### src/rtl/microseq.sv
// Microprogram sequencer for the 65C02 core.
// Computes the next 9-bit microcode ROM address from the current microword's
// sequencing fields, the opcode, the status flags and the interrupt request.
// Holds the current microaddress and a 2-entry micro-subroutine return stack.
module microseq #(
  parameter logic [8:0]  RESET_ADDR  = 9'h170,
  parameter logic [8:0]  IRQ_ADDR    = 9'h1F0,
  parameter int unsigned STACK_DEPTH = 2
) (
  input  logic       clk,
  input  logic       reset,
  input  logic       rdy,
  input  logic [2:0] seq_op,
  input  logic [8:0] seq_target,
  input  logic [2:0] cond_sel,
  input  logic       cond_inv,
  input  logic [7:0] flags,
  input  logic [7:0] opcode,
  input  logic       irq,
  output logic [8:0] rom_addr,
  output logic       rom_en,
  output logic [8:0] upc,
  output logic       stack_err
);

  // Only a 2-deep stack is supported; depth saturates at this value.
  localparam logic [1:0] MaxDepth = 2'(STACK_DEPTH);

  localparam logic [2:0] OpNext   = 3'd0;
  localparam logic [2:0] OpJump   = 3'd1;
  localparam logic [2:0] OpBranch = 3'd2;
  localparam logic [2:0] OpCall   = 3'd3;
  localparam logic [2:0] OpRet    = 3'd4;
  localparam logic [2:0] OpDecode = 3'd5;

  logic [8:0] r_upc;
  logic [8:0] r_stk_top;
  logic [8:0] r_stk_bot;
  logic [1:0] r_depth;
  logic       r_stack_err;

  logic [8:0] w_upc_inc;
  logic       w_cond;
  logic [8:0] w_next;
  logic       w_push;
  logic       w_pop;
  logic       w_err_set;

  // Next-address selection and stack control decoded from the sequencing op.
  always_comb begin
    w_upc_inc = r_upc + 9'd1;
    w_cond    = flags[cond_sel] ^ cond_inv;
    w_next    = r_upc;
    w_push    = 1'b0;
    w_pop     = 1'b0;
    w_err_set = 1'b0;
    case (seq_op)
      OpNext:   w_next = w_upc_inc;
      OpJump:   w_next = seq_target;
      OpBranch: w_next = w_cond ? seq_target : w_upc_inc;
      OpCall: begin
        w_next    = seq_target;
        w_push    = 1'b1;
        w_err_set = (r_depth == MaxDepth);
      end
      OpRet: begin
        w_pop = 1'b1;
        if (r_depth == 2'd0) begin
          // Underflow: restart the machine rather than return to garbage.
          w_next    = RESET_ADDR;
          w_err_set = 1'b1;
        end else begin
          w_next = r_stk_top;
        end
      end
      OpDecode: w_next = irq ? IRQ_ADDR : {1'b0, opcode};
      default:  w_next = r_upc;
    endcase
  end

  // ROM interface: reset address while in reset, current address while stalled.
  always_comb begin
    if (!reset) begin
      rom_addr = RESET_ADDR;
    end else if (!rdy) begin
      rom_addr = r_upc;
    end else begin
      rom_addr = w_next;
    end
    rom_en    = rdy & reset;
    upc       = r_upc;
    stack_err = r_stack_err;
  end

  // Microaddress, return stack and sticky error; frozen while rdy is low.
  always_ff @(posedge clk or negedge reset) begin
    if (!reset) begin
      r_upc       <= RESET_ADDR;
      r_stk_top   <= 9'h000;
      r_stk_bot   <= 9'h000;
      r_depth     <= 2'd0;
      r_stack_err <= 1'b0;
    end else if (rdy) begin
      r_upc       <= w_next;
      r_stack_err <= r_stack_err | w_err_set;
      if (w_push) begin
        // At full depth the shift discards the bottom entry.
        r_stk_bot <= r_stk_top;
        r_stk_top <= w_upc_inc;
        if (r_depth != MaxDepth) begin
          r_depth <= r_depth + 2'd1;
        end
      end else if (w_pop && (r_depth != 2'd0)) begin
        r_stk_top <= r_stk_bot;
        r_stk_bot <= 9'h000;
        r_depth   <= r_depth - 2'd1;
      end
    end
  end

endmodule

### config.mk
export PLATFORM = sky130hd
export DESIGN_NAME = microseq
export DESIGN_NICKNAME = d
export VERILOG_FILES = /design/src/rtl/microseq.sv
export SDC_FILE = /design/constraint.sdc
export NUM_CORES = 1
export LEC_CHECK = 0
export ABC_AREA = 0
export CAP_MARGIN = 20
export CORE_AREA = 2 2 65 67
export CTS_CLUSTER_DIAMETER = 100
export DETAILED_ROUTE_END_ITERATION = 10
export DIE_AREA = 0 0 67 69
export MAX_ROUTING_LAYER = met4
export PLACE_DENSITY = 0.9
export SYNTH_ARGS = -nofsm -noshare
export SYNTH_HDL_FRONTEND = slang
export SYNTH_SLANG_ARGS = --single-unit
### constraint.sdc
create_clock -name clk -period 8.15 [get_ports clk]
set_input_delay 1.63 -clock clk [delete_from_list [all_inputs] [get_ports clk]]
set_output_delay 1.63 -clock clk [all_outputs]
set_load 0.01 [all_outputs]
==> results.sh <==
export IMPL_worst_setup_path_end_kind="output pin"
export IMPL_rsz0062_at_grt="no"
export IMPL_crit_type="in -> out"
export IMPL_start_kind="primary input"
export IMPL_routed_wl_um=5973
export IMPL_dr_wl_met3_um=491
export IMPL_dieArea_mm2=0.004623
export IMPL_holdCritPathClass="reg -> reg"
export IMPL_coreArea_mm2=0.003914
export IMPL_grtUsageTotal_pct=28.49
export IMPL_worstReg2RegStart="r_depth[1]"
export IMPL_synthToLayoutAreaGrowth_pct=34.94
export IMPL_cts_clk_slew_worst_paths_ns=0.07
export IMPL_placed_cells=325
export IMPL_die_width_um=67
export IMPL_drive_gt1_share_pct=8.834
export IMPL_route_layer_met1_wl_um=2388
export IMPL_multi_input_area_mm2=0.001154
export IMPL_postLayoutSetupSlackWorst_ns=1.898
export IMPL_nets=320
export IMPL_ff_latch_area_um2=755.7
export IMPL_critPathMaxStageDelay_ns=0.59
export IMPL_wl_per_cell_um=17.94
export IMPL_synth_seq_area_share_pct=38.30
export IMPL_netlist_area_mm2=0.001973
export IMPL_pre_cts_slack_ns=1.914
export IMPL_crit_required_ns=6.52
export IMPL_hold_viol_final=0
export IMPL_finalMaxSlewViolations=0
export IMPL_rows=23
export IMPL_synth_commonest_cells="27 x nor2_1, 26 x dfrtp_1, 22 x nand3_1, 16 x a21oi_1, 14 x o21ai_0"
export IMPL_cap_violations=0
export IMPL_dr_pass1_iters=5
export IMPL_worstSetupStartpoint="cond_sel[1]"
export IMPL_synth_main_ff_cell="dfrtp_1"
export IMPL_p_per_area_mw_per_mm2=213.8
export IMPL_path_cells="clkdlybuf4s50_1 -> mux2_2 -> mux4_2 -> mux2i_2 -> a211oi_1 -> nor4b_1 -> clkdlybuf4s50_1"
export IMPL_setup_violations=0
export IMPL_run_status="finished clean"
export IMPL_final_cell_area_mm2=0.002663
export IMPL_synth_most_common_cell="nor2_1"
export IMPL_portBuffers=55
export IMPL_synth_fp_nets=266
export IMPL_grt_pass1_wl_um=9804
export IMPL_min_delay_start="stack_err"
export IMPL_synth_cells=228
export IMPL_vias=2089
export IMPL_antenna_left=0
export IMPL_topRoutingLayerUsed="met4"
export IMPL_cts_buffers_inserted=5
export IMPL_synth_area_top_cells="dfrtp_1 33%, nand3_1 5.6%, dfstp_2 5.3%"
export IMPL_p_leak_uw=0.001040
export IMPL_p_total_uw=569.2
export IMPL_grt_pass1_vias=2068
export IMPL_hpwlAfterDp_um=4339
export IMPL_final_setup_tns_ns=0
export IMPL_cp_common_cell="clkdlybuf4s50_1"
export IMPL_crit_fanout=9
export IMPL_cp_arrival_ns=4.62
export IMPL_period_needed_ns=6.252
export IMPL_yosysTopAreaCellShare_pct=32.97
export IMPL_cts_root_buf="clkbuf_8"
export IMPL_grt_remaining_overflow=0
export IMPL_yosys_cell_types_count=45
export IMPL_postCtsResizedCells=0
export IMPL_clock_skew_ns=0.005535
export IMPL_grt_start_max_net_pins=18
export IMPL_diodes=0
export IMPL_peakVddDrop_uv=101.9
export IMPL_wl_met2_um=2910
export IMPL_die_h_um=69
export IMPL_clock_path_buffers=2
export IMPL_synth_edf_count=0
export IMPL_cts_tree="done"
export IMPL_period_share_pct=76.71
export IMPL_cts_max_level=2
export IMPL_finish_cell_count_without_fillers=333
export IMPL_dpl_cell_area_mm2=0.002567
export IMPL_synth_top_area_cell="dfrtp_1"
export IMPL_io_pins=56
export IMPL_async_reset_ff_share_pct=100.0
export IMPL_avgViaCountPerCell=6.273
export IMPL_clkLatencyLatePin_ns=0.29
export IMPL_initialDrtViolationCount=288
export IMPL_grt_antenna_before_repair=0
export IMPL_initial_core_util_pct=50.42
export IMPL_nFillCells=339
export IMPL_max_slew_worst_pin_slew_ns=0.7805
export IMPL_cts_setup_buffers=0
export IMPL_syn_avg_cell_area_um2=8.654
export IMPL_holdBufCountCts=0
export IMPL_clock_sinks=30
export IMPL_ys_seq_elements=30
export IMPL_gp_congestion=0.8794
export IMPL_yosysWarningCount=0
export IMPL_cp_slowest_cell="clkdlybuf4s50_1"
export IMPL_drc=0
export IMPL_maxSlewHeadroom_pct=47.50
export IMPL_fmax_mhz=160.0
==> kinds of logic after synthesis <==
logic type                 after synthesis  synth area share (%)
and+or+nand+nor                         94                 24.79
xor gates and xnor gates                 9                 3.995
DFF                                     30                 38.30
adders and majority gates                2                 1.268
buffers and inverters                   17                 3.234
muxes                                   11                 7.038
AOI/OAI and AO/OA                       65                 21.37
==> routing by layer <==
metal	track usage [%]	vias to the layer above
met5	-	-
met4	12.47	0
met3	5.546	18
met2	44.55	131
met1	35.32	986
li1	-	954
==> final timing paths <==
| kind | cells after the start | slack, ns | to |
|---|---|---|---|
| min in group asynchronous | 1 | 1.78 | r_stk_top[6] |
| min | 2 | 0.49 | stack_err |
| max in group asynchronous | 2 | 5.64 | upc[4] |
| min reg2reg | 2 | 0.49 | stack_err |
| max | 7 | 1.90 | rom_addr[2] |
| max reg2reg | 5 | 6.20 | r_depth[0] |
==> flip-flops by register name, summed over array words and instances, names as in the netlist <==
| signal | flops |
|---|---|
| upc | 9 |
| r_stk_bot | 9 |
| stack_err | 1 |
| r_depth | 2 |
| r_stk_top | 9 |
==> cells in the final DEF (no fill, tap or decap), types with 3 or more instances in the layout <==
master / instances
a211oi_1: 3
a21o_1: 4
a21oi_1: 16
a22o_1: 7
and2_1: 3
buf_4: 3
clkbuf_8: 6
clkdlybuf4s50_1: 55
dfrtp_1: 26
dfstp_2: 4
inv_1: 5
mux2_2: 5
nand2_1: 13
nand3_1: 22
nand4_1: 4
nor2_1: 27
nor2b_1: 4
nor3_1: 3
nor4_1: 3
nor4b_1: 5
o211ai_1: 4
o21ai_0: 14
o22ai_1: 5
xnor2_1: 4
xor2_1: 5
==> cell type report <==
class / instances / share of cell area (%)
multi-input cells: 181 / 43.33
flip-flops and latches: 30 / 28.38
repair buffers: 58 / 21.52
clock buffers: 6 / 3.102
well taps: 50 / 2.350
inverters: 6 / 0.8459
clock inverters: 2 / 0.4699
==> critical path, delay by kind of cell <==
family	cells	cell delay (ns)
and+or+nand+nor	1	0.32
buffers and inverters	2	1.14
muxes	3	1.34
AOI/OAI and AO/OA	1	0.18
==> report_power, final <==
part / internal [uW] / switching, uW
clock: 67.8 / 62.2
sequential: 197 / 47.3
combinational: 101 / 93.7
total: 366 / 203
==> through the flow <==
stage                     hold WS [ns]  utilization, %
after floorplan                 0.4659               -
after global placement          0.4484           65.60
after detailed placement        0.4860           65.60
after CTS                       0.5029           68.03
after global routing            0.5267           68.03
final                           0.4902           68.03
No activity file was read; power rests on OpenSTA's default activity.
